File: src/rtl/enc_8b10b_tx.sv
// Registered 8b/10b encoder with running-disparity tracking and a one-word output stage.
// Code groups are emitted as {a,b,c,d,e,i,f,g,h,j} with a in bit 9, ready to loop into the rx decoder.
module enc_8b10b_tx #(
    parameter bit RD_INIT = 1'b0,
    parameter bit CHECK_K = 1'b1
) (
    input  logic       clk,
    input  logic       reset,
    input  logic [7:0] in_data,
    input  logic       in_k,
    input  logic       in_valid,
    output logic       in_ready,
    output logic [9:0] data_out,
    output logic       out_valid,
    input  logic       out_ready,
    output logic       rd_out,
    output logic       k_err
);

    // Sub-block lookup result: the RD- form of the code and whether it is unbalanced.
    typedef struct packed {
        logic       nonzero;
        logic [5:0] code;
    } sub6_t;

    typedef struct packed {
        logic       nonzero;
        logic [3:0] code;
    } sub4_t;

    // RD- column of the 5b/6b table; the RD+ column is the bitwise complement where it differs.
    function automatic sub6_t table6(input logic [4:0] x);
        sub6_t r;
        case (x)
            5'd0:    r = '{1'b1, 6'b100111};
            5'd1:    r = '{1'b1, 6'b011101};
            5'd2:    r = '{1'b1, 6'b101101};
            5'd3:    r = '{1'b0, 6'b110001};
            5'd4:    r = '{1'b1, 6'b110101};
            5'd5:    r = '{1'b0, 6'b101001};
            5'd6:    r = '{1'b0, 6'b011001};
            5'd7:    r = '{1'b0, 6'b111000};
            5'd8:    r = '{1'b1, 6'b111001};
            5'd9:    r = '{1'b0, 6'b100101};
            5'd10:   r = '{1'b0, 6'b010101};
            5'd11:   r = '{1'b0, 6'b110100};
            5'd12:   r = '{1'b0, 6'b001101};
            5'd13:   r = '{1'b0, 6'b101100};
            5'd14:   r = '{1'b0, 6'b011100};
            5'd15:   r = '{1'b1, 6'b010111};
            5'd16:   r = '{1'b1, 6'b011011};
            5'd17:   r = '{1'b0, 6'b100011};
            5'd18:   r = '{1'b0, 6'b010011};
            5'd19:   r = '{1'b0, 6'b110010};
            5'd20:   r = '{1'b0, 6'b001011};
            5'd21:   r = '{1'b0, 6'b101010};
            5'd22:   r = '{1'b0, 6'b011010};
            5'd23:   r = '{1'b1, 6'b111010};
            5'd24:   r = '{1'b1, 6'b110011};
            5'd25:   r = '{1'b0, 6'b100110};
            5'd26:   r = '{1'b0, 6'b010110};
            5'd27:   r = '{1'b1, 6'b110110};
            5'd28:   r = '{1'b0, 6'b001110};
            5'd29:   r = '{1'b1, 6'b101110};
            5'd30:   r = '{1'b1, 6'b011110};
            default: r = '{1'b1, 6'b101011};
        endcase
        return r;
    endfunction

    // RD- column of the 3b/4b data table (primary P7 for y=7).
    function automatic sub4_t table4(input logic [2:0] y);
        sub4_t r;
        case (y)
            3'd0:    r = '{1'b1, 4'b1011};
            3'd1:    r = '{1'b0, 4'b1001};
            3'd2:    r = '{1'b0, 4'b0101};
            3'd3:    r = '{1'b0, 4'b1100};
            3'd4:    r = '{1'b1, 4'b1101};
            3'd5:    r = '{1'b0, 4'b1010};
            3'd6:    r = '{1'b0, 4'b0110};
            default: r = '{1'b1, 4'b1110};
        endcase
        return r;
    endfunction

    logic       rd_cur;
    logic [4:0] x;
    logic [2:0] y;
    logic       k_legal;
    logic       k_use;
    logic       k_bad;
    sub6_t      s6;
    sub4_t      s4;
    logic       flip6;
    logic       flip4;
    logic       rd4;
    logic       alt7;
    logic       rd_next;
    logic [9:0] code;
    logic       accept;

    // NOTE: every signal gets an unconditional assignment before any branch so no latch is inferred.
    always_comb begin
        x       = in_data[4:0];
        y       = in_data[7:5];
        k_legal = (x == 5'd28) ||
                  ((y == 3'd7) && ((x == 5'd23) || (x == 5'd27) || (x == 5'd29) || (x == 5'd30)));
        k_use   = in_k & k_legal;
        k_bad   = in_k & ~k_legal;

        if (k_use && (x == 5'd28)) begin
            s6 = '{1'b1, 6'b001111};
        end else begin
            s6 = table6(x);
        end
        // D.7 is balanced but still alternates with RD.
        flip6 = rd_cur & (s6.nonzero | (x == 5'd7));
        rd4   = rd_cur ^ s6.nonzero;

        alt7 = (y == 3'd7) &&
               (k_use ||
                (~rd4 && ((x == 5'd17) || (x == 5'd18) || (x == 5'd20))) ||
                ( rd4 && ((x == 5'd11) || (x == 5'd13) || (x == 5'd14))));
        if (alt7) begin
            s4 = '{1'b1, 4'b0111};
        end else begin
            s4 = table4(y);
        end

        // K.28 balanced 4b codes use the inverted form when entering at RD-.
        if (k_use && ((y == 3'd1) || (y == 3'd2) || (y == 3'd5) || (y == 3'd6))) begin
            flip4 = ~rd4;
        end else begin
            flip4 = rd4 & (s4.nonzero | (y == 3'd3));
        end

        rd_next = rd4 ^ s4.nonzero;
        code    = {(flip6 ? ~s6.code : s6.code), (flip4 ? ~s4.code : s4.code)};
    end

    assign in_ready = ~out_valid | out_ready;
    assign accept   = in_valid & in_ready;
    assign rd_out   = rd_cur;

    // NOTE: sequential state uses non-blocking assignments so every register samples pre-edge values.
    always_ff @(posedge clk) begin
        if (reset) begin
            out_valid <= 1'b0;
            data_out  <= '0;
            k_err     <= 1'b0;
            rd_cur    <= RD_INIT;
        end else if (accept) begin
            out_valid <= 1'b1;
            data_out  <= code;
            k_err     <= CHECK_K & k_bad;
            rd_cur    <= rd_next;
        end else if (out_ready || !out_valid) begin
            out_valid <= 1'b0;
        end
    end

endmodule

File: config.mk
export PLATFORM = sky130hd
export DESIGN_NAME = enc_8b10b_tx
export DESIGN_NICKNAME = d
export VERILOG_FILES = /design/src/rtl/enc_8b10b_tx.sv
export SDC_FILE = /design/constraint.sdc
export NUM_CORES = 1
export LEC_CHECK = 0
export CORE_AREA = 2 2 50 75
export DETAILED_ROUTE_END_ITERATION = 7
export DIE_AREA = 0 0 52 77
export PLACE_DENSITY = 0.74
export RECOVER_POWER = 100
export SETUP_SLACK_MARGIN = 0.02
export SKIP_CTS_REPAIR_TIMING = 1
export SLEW_MARGIN = 20
export SYNTH_ARGS = -nofsm -noshare
export SYNTH_HDL_FRONTEND = slang
export SYNTH_SLANG_ARGS = --single-unit
File: constraint.sdc
create_clock -name clk -period 2.2 [get_ports clk]
set_input_delay 0.22 -clock clk [delete_from_list [all_inputs] [get_ports clk]]
set_output_delay 0.22 -clock clk [all_outputs]
set_load 0.05 [all_outputs]
==> results.md, run 1 <==
- Static leakage: just over 0.8 nW
- Mapped cell area: 0.001282 mm^2
- Placed Area: 0.001823 mm^2
- Dpl hpwl: 2631 um
- # IOs: 27
- CTS Buf Count: 3
- # DRC: 0
- Clock skew: roughly 0.0040 ns
- Tmin final: 2.029 ns
- Fin area: 0.001891 mm^2
- WL final: 3211 um
- Post-route ant nets: 0
- Distinct cells, synth: 42
- Root buffer cell: clkbuf_8
- Type of the worst min-delay path: reg -> reg
- Final Util: 0.5642
- FFs w/ async S/R, synth: 0
- Slowest CP cell: clkdlybuf4s50_1
- Syn Inst Count: 177
- Place WS: -0.5184 ns
- Overall routing resource usage: 0.1684
- Max_cap viols: 0
- Status: finished, final reports clean
- Yosys reg bits: 13
- Critical path class: in -> reg
- Worst VDD drop: 0.0003425 V
- Worst-Skew Late Latency: 0.24 ns
- Global route overflow: 0
- Initial cell density of the core: 0.3827
- Die H: 77 um
- Hold Slack: 0.4459 ns
- Fill cell count: 334
- Clock buffer depth: 2
- Top delay family on crit path: compound AO/OA/AOI/OAI gates
- Req. time, crit path: between 2 and 2.5 ns
- Hold Fails Final Rpt: 0
- # port buffers: 26
- First-pass DRT Iterations: 4
- Vias per cell: 5.143
- Area Overhead vs Synth: 47.41%
- Commonest register cell after synthesis: dfxtp_1
- Max-slew headroom: 0.6636
- Startpoint types: input port
- Clk slew on worst S/H paths: 0.05 ns
- Commonest cells after routing, fill and taps aside: buf_4 (36), nand2_1 (22), nor2_1 (18)
- Worst Path Arrival: ~2.2 ns
- Routed vias: 1404
- DRT iter0 DRCs: 23
- Worst Tran Pin Value: 0.5029 ns
- CP endpoint kind: flip-flop
- Rows: 26
- H-tree Lvls: 1
- Wirelength per Cell: approximately 12 um
- Unrepaired setup endpoints after global routing: no
- Final slew viol count: 0
- Die width: 52 um
- Layout cells sized above 1: 0.2165
- Die area: 0.004004 mm^2
- Tcrit/Tclk final: 0.9223
- Initial antenna violation count: 0
- CP peak stage delay: 0.49 ns
- Yosys synthesis warning count: 0
- PwrDens: approximately 480 mW/mm^2
- CTS tree: built
- Sum Neg Setup Slack: 0 ns
- Mean Syn Cell Area: a little over 7 um^2
- # clock sinks: 13
- Sequential area share after synthesis: 0.2029
- Critical-path cell list: clkdlybuf4s50_1 > and3b_1 > o32ai_2 > a31o_4 > xor2_4 > mux2i_2 > xnor2_1 > a211oi_1
- Largest net degree at the start of global routing: 19
- GP Congestion: ~0.90
- Max Clk Rate: about 0.49 GHz
- Critical Path Fanout Max: 6
- First-pass GRT wire length: 5423 um
- Nets: around 250
- Core area: 0.003351 mm^2
- Commonest non-fill, non-tap cell in the layout: buf_4
- Setup ws final: 0.1709 ns
- Vias in the first global route: around 1300
- Ant. Diodes: 0
- Syn Nets: 196
- EDFF count, synth: 0
- Worst path bufs/invs: 1
- Final Setup Violations: 0
[per-stage QoR]
stage | total power [W] | instances
5_1_grt | 0.0009609 | 273
6_report | 0.0009033 | 273
3_3_place_gp | 0.0007063 | 269
3_5_place_dp | 0.0007140 | 269
4_1_cts | 0.0009203 | 273
2_1_floorplan | 0.0005558 | 177
[state kept, by name (all words and copies together), names as in the netlist]
register	cells
data_out	10
k_err	1
out_valid	1
rd_out	1
[where the power goes]
| part | internal [W] | leakage [nW] | total [W] | switching [W] |
|---|---|---|---|---|
| logic | 0.000186 | 0.692 | 0.000426 | 0.000240 |
| clock network | 0.000127 | 0.0228 | 0.000205 | 0.0000772 |
| registers | 0.000258 | 0.108 | 0.000272 | 0.0000138 |
[path summary, 6_finish.rpt]
kind / cells past startpoint / to / from / slack, ns
max: 8 / data_out[1] / in_k / 0.17
max reg2reg: 4 / data_out[1] / rd_out / 0.78
min reg2reg: 2 / data_out[5] / data_out[5] / 0.45
min: 2 / data_out[5] / data_out[5] / 0.45
[worst reg2reg max path, cell delays in order (launching register included)]
cell and delay, ns:
dfxtp_1 0.49, xor2_4 0.26, mux2i_2 0.29, xnor2_1 0.09
a211oi_1 0.20
[synth_stat cells, types with 2 or more instances]
master     n  area share
a211o_1    2       0.014
a211oi_1  10       0.059
a21oi_1   12       0.047
a311oi_1   3       0.020
a31oi_1    2      0.0098
and2_1     2      0.0098
buf_1      3      0.0088
buf_2      4       0.016
clkbuf_1   7       0.020
dfxtp_1   13        0.20
ha_1       6       0.059
inv_1      8       0.023
mux2i_1    2       0.016
nand2_1   22       0.064
nand2b_1   4       0.020
nand3_1    7       0.027
nor2_1    18       0.053
nor2b_1    3       0.015
nor3_1     2      0.0078
nor4b_1    2       0.014
o211ai_1   4       0.023
o21ai_0   10       0.039
o22ai_1    2      0.0098
xnor2_1   11       0.075
[routing by layer]
layer / GRT usage / vias up / routed length, um
met5: 0 / - / 0
met4: 0.06579 / 0 / 115
li1: - / 732 / -
met2: 0.3215 / 32 / 1732
met3: 0.01362 / 10 / 104
met1: 0.1788 / 630 / 1260
[cell families after synthesis]
group | synth area share
xor+xnor | 0.1034
compound gates | 0.2839
simple gates | 0.2566
buf+inv | 0.06830
flops | 0.2029
fa+ha+maj | 0.05854
mux | 0.02634
[area by class of cell]
| type | instances | area (um^2) | share of cell area |
|---|---|---|---|
| clock buffers | 4 | 45.04 | 0.02383 |
| flip-flops and latches | 13 | 260.3 | 0.1377 |
| inverters | 8 | 30.03 | 0.01588 |
| well taps | 42 | 52.55 | 0.02780 |
| repair buffers | 64 | 549.3 | 0.2905 |
| multi-input cells | 142 | 953.4 | 0.5043 |
Note: power is estimated with default switching activity, not from simulation.
==> run 2, diff against run 1 <==
CORE_AREA = 2 2 47 70   (was 2 2 50 75)
DIE_AREA = 0 0 49 72   (was 0 0 52 77)
PLACE_DENSITY = 0.82   (was 0.74)
==> results.md, run 2 (same netlist as run 1, synthesis figures left out) <==
- Status: finished, final reports clean
- Global route overflow: 0
- Worst VDD drop: 0.0003521 V
- Final slew viol count: 0
- Clock skew: 0.0003151 ns
- Setup ws final: 0.1172 ns
- Core area: 0.002913 mm^2
- Commonest non-fill, non-tap cell in the layout: buf_4
- Total net switching power: between 0.0003 and 0.0004 W
- Max-slew headroom: 0.6547
- Dpl hpwl: 2631 um
- Placed Area: 0.001797 mm^2
- Die H: just over 70 um
- Tmin final: 2.083 ns
- Tcrit/Tclk final: 0.9467
- # port buffers: 26
- # DRC: 0
- Clk slew on worst S/H paths: 0.05 ns
- # IOs: 27
- Final Setup Violations: 0
- Initial cell density of the core: 0.4403
- Reg2reg start: rd_out
- Type of the worst min-delay path: reg -> reg
- Nets: 248
- Max Clk Rate: 0.4801 GHz
- Reg-to-reg endpoint: data_out[2]
- Static leakage: 0.8075 nW
- Req. time, crit path: 2.35 ns
- CTS Buf Count: 3
- Startpoint types: input port
- Net Sw Frac: 0.3664
- Final Util: 0.6375
- Die width: 49 um
- Critical Path Fanout Max: 7
- Vias per cell: between 5 and 6
- Worst-Skew Late Latency: 0.24 ns
- Initial antenna violation count: 0
- Die area: between 0.003 and 0.004 mm^2
- GP Congestion: 0.9009
- Critical path class: in -> reg
- Vias in the first global route: roughly 1300
- PwrDens: 485.0 mW/mm^2
- Internal power: roughly 0.00057 W
- Worst R2R Setup Slack: 0.71 ns
- CP endpoint kind: flip-flop
- Root buffer cell: clkbuf_8
- Area Overhead vs Synth: 44.78%
- Largest register FFs: 10
- Clock share of power: 0.228
- Hold Slack: 0.4460 ns
- Post-route ant nets: 0
- DRT iter0 DRCs: 24
- # clock sinks: 13
- Comb pwr share: 0.470
- Place WS: -0.4821 ns
- Commonest cells after routing, fill and taps aside: buf_4 (34), nand2_1 (22), nor2_1 (18)
- First-pass DRT Iterations: 4
- Cells on worst reg2reg path: 4
- Max_cap viols: 0
- Unrepaired setup endpoints after global routing: no
- Rows: 24
- Seq pwr share: 0.302
- Routed vias: 1407
- Biggest register: data_out
- Layout cells sized above 1: 0.2105
- H-tree Lvls: 1
- Wirelength per Cell: 12.04 um
- Fill cell count: 269
- Overall routing resource usage: 0.1951
- Hold Fails Final Rpt: 0
- Worst Path Arrival: ~2.2 ns
- WL final: 3214 um
- Clock buffer depth: 2
- Worst Setup SP: in_k
- First-pass GRT wire length: around 5600 um
- Hold Crit Depth: 2
- Worst Tran Pin Value: 0.5162 ns
- Fin area: about 0.0019 mm^2
- Largest net degree at the start of global routing: 17
- CTS tree: built
- Ant. Diodes: 0
- CP endpoint: data_out[2]
==> run 2: layout make-up <==
type | instances | area (um^2) | share of cell area
inverters | 8 | 30.03 | 0.01617
repair buffers | 61 | 529.3 | 0.2850
well taps | 39 | 48.80 | 0.02628
multi-input cells | 142 | 943.4 | 0.5081
clock buffers | 4 | 45.04 | 0.02426
flip-flops and latches | 13 | 260.3 | 0.1402
==> run 2: worst max-delay path, cell delays in order <==
cell and delay, ns:
clkdlybuf4s50_1 0.49, and3b_1 0.19, o32ai_2 0.28, a31o_4 0.17, xor2_4 0.24, mux2i_2 0.30
xnor2_1 0.13, a211oi_1 0.22
==> run 2: layer usage <==
layer	vias to the layer above	track usage	wire length (um)
met3	6	0.02675	91
met1	634	0.1916	1240
met4	0	0.08254	53
li1	731	-	-
met2	36	0.3973	1829
met5	-	0	0
==> run 2: worst min path at each step <==
stage	from	endpoint	slack [ns]
finish	k_err	k_err	0.45
global route	k_err	k_err	0.49
CTS	k_err	k_err	0.45
detailed placement	k_err	k_err	0.45
global placement	k_err	k_err	0.44
floorplan	reset	data_out[0]	0.29
==> run 2: metrics by stage <==
| step | TNS (ns) | total power, W | instances |
|---|---|---|---|
| after floorplan | 0 | 0.0005558 | 177 |
| after global placement | -3.832 | 0.0007008 | 263 |
| after detailed placement | -4.517 | 0.0007104 | 263 |
| after CTS | -1.921 | 0.0009175 | 267 |
| after global routing | 0 | 0.0009565 | 267 |
| final | 0 | 0.0009006 | 267 |
==> run 2: power groups by stage <==
stage                     Combinational (W)  Clock [W]  Sequential [W]
after global routing               0.000457   0.000223        0.000276
final                              0.000424   0.000205        0.000272
after detailed placement           0.000431          0        0.000279
after global placement             0.000423          0        0.000278
after floorplan                    0.000200          0        0.000356
after CTS                          0.000433   0.000210        0.000274
==> run 3, diff against run 2 <==
SETUP_SLACK_MARGIN = 0.2   (was 0.02)
TNS_END_PERCENT = 5   (was unset)
==> results.md, run 3 (same netlist as run 1, synthesis figures left out) <==
- Hold Slack: about 0.45 ns
- Worst R2R Setup Slack: roughly 0.54 ns
- First-pass GRT wire length: 5526 um
- Max-slew headroom: 0.3910
- Routed vias: 1439
- Area Overhead vs Synth: 53.85%
- Dpl hpwl: 2575 um
- WL final: approximately 3500 um
- Biggest register: data_out
- Final slew viol count: 0
- Fill cell count: 250
- DRT iter0 DRCs: 21
- # clock sinks: 13
- Internal power: 0.0006015 W
- Status: finished, final reports clean
- Largest register FFs: 10
- Reg-to-reg endpoint: data_out[1]
- Rows: 24
- Req. time, crit path: 2.36 ns
- Startpoint types: input port
- Net Sw Frac: 0.3754
- Clk slew on worst S/H paths: 0.06 ns
- Largest net degree at the start of global routing: 19
- CP endpoint: data_out[0]
- Static leakage: 0.8475 nW
- Die area: about 0.0035 mm^2
- Worst Path Arrival: 2.19 ns
- Clock share of power: 0.222
- Comb pwr share: 0.494
- Vias in the first global route: 1253
- First-pass DRT Iterations: 4
- Root buffer cell: clkbuf_8
- CTS tree: built
- Unrepaired setup endpoints after global routing: yes
- Total net switching power: between 0.0003 and 0.0004 W
- Setup ws final: 0.1665 ns
- Critical-path cell list: buf_8 > inv_6 > ha_4 > and3b_1 > o32ai_2 > a31o_1 > xor2_4 > buf_6 > a21oi_2 > o31a_1 > a311oi_1
- # DRC: 0
- Critical Path Fanout Max: 6
- Max_cap viols: 0
- Core area: approximately 0.0029 mm^2
- Layout cells sized above 1: 0.2684
- CTS Buf Count: 3
- # IOs: 27
- Overall routing resource usage: 0.1974
- Worst Setup SP: in_data[0]
- Worst-Skew Late Latency: about 0.24 ns
- Initial antenna violation count: 0
- Most used routing layer: met2
- Critical path class: in -> reg
- Vias per cell: 5.330
- Commonest non-fill, non-tap cell in the layout: buf_4
- Ant. Diodes: 0
- Type of the worst min-delay path: in -> reg
- Die width: 49 um
- Global route overflow: 0
- Tmin final: 2.034 ns
- Place WS: -0.4439 ns
- # port buffers: 26
- Max Clk Rate: 0.4918 GHz
- Met2 Usage GRT: 0.4049
- Clock buffer depth: 2
- Initial cell density of the core: 0.4403
- Hold Fails Final Rpt: 0
- Tcrit/Tclk final: 0.9243
- CP peak stage delay: 0.30 ns
- CP endpoint kind: flip-flop
- Met1 usage: 0.1972
- Clock skew: 0.002392 ns
- Cells on worst reg2reg path: 4
- Worst Tran Pin Value: about 0.91 ns
- Commonest cells after routing, fill and taps aside: buf_4 (36), nand2_1 (22), nor2_1 (18)
- Post-route ant nets: 0
- Total power: 0.0009629 W
- Slowest CP cell: o31a_1
- Nets: ~250
- H-tree Lvls: 1
- Reg2reg start: out_valid
- Die H: 72 um
- Met3 Track Usage GR: 0.02881
- PwrDens: 488.0 mW/mm^2
- Wirelength per Cell: 13.00 um
- Seq pwr share: 0.284
- GP Congestion: between 0.8 and 0.9
- Worst VDD drop: 0.0003091 V
- Final Setup Violations: 0
run 3: critical path, delay by kind of cell:
family          cells  cell delay (ns)
compound gates      5             1.11
xor+xnor            1             0.27
buf+inv             3             0.25
simple gates        1             0.17
fa+ha+maj           1             0.16
run 3: how the worst min path moves through the flow:
stage,startpoint,end,slack (ns),depth (start not counted)
after floorplan,reset,data_out[0],0.29,1
after global placement,k_err,k_err,0.44,2
after detailed placement,data_out[5],data_out[5],0.45,2
after CTS,data_out[5],data_out[5],0.45,2
after global routing,in_k,k_err,0.48,4
final,in_k,k_err,0.45,4
run 3: power groups by stage:
stage / clock network (W) / registers [W] / logic, W
6_report: 0.000214 / 0.000273 / 0.000475
5_1_grt: 0.000228 / 0.000277 / 0.000510
4_1_cts: 0.000210 / 0.000275 / 0.000436
3_5_place_dp: 0 / 0.000280 / 0.000434
3_3_place_gp: 0 / 0.000279 / 0.000426
2_1_floorplan: 0 / 0.000356 / 0.000201
run 3: stage by stage:
| step | util | TNS (ns) | instance area, um^2 | cells |
|---|---|---|---|---|
| after floorplan | - | 0 | 1287 | 177 |
| after global placement | 0.6186 | -3.144 | 1802 | 263 |
| after detailed placement | 0.6186 | -3.726 | 1802 | 263 |
| after CTS | 0.6340 | -1.128 | 1847 | 267 |
| after global routing | 0.6774 | 0 | 1973 | 270 |
| final | 0.6774 | 0 | 1973 | 270 |
run 3: cell type report:
class                      count  area (um^2)  area share
sequential                    13        260.3      0.1319
clock buffer                   4        45.04     0.02283
multi-input combinational    142         1012      0.5130
inverter                       8        37.54     0.01902
tap                           39        48.80     0.02473
timing repair buffer          64        569.3      0.2885
run 3: per-layer routing:
metal	wire, um	vias up
met4	85	0
met3	97	9
met5	0	-
met2	1971	38
li1	-	732
met1	1353	660
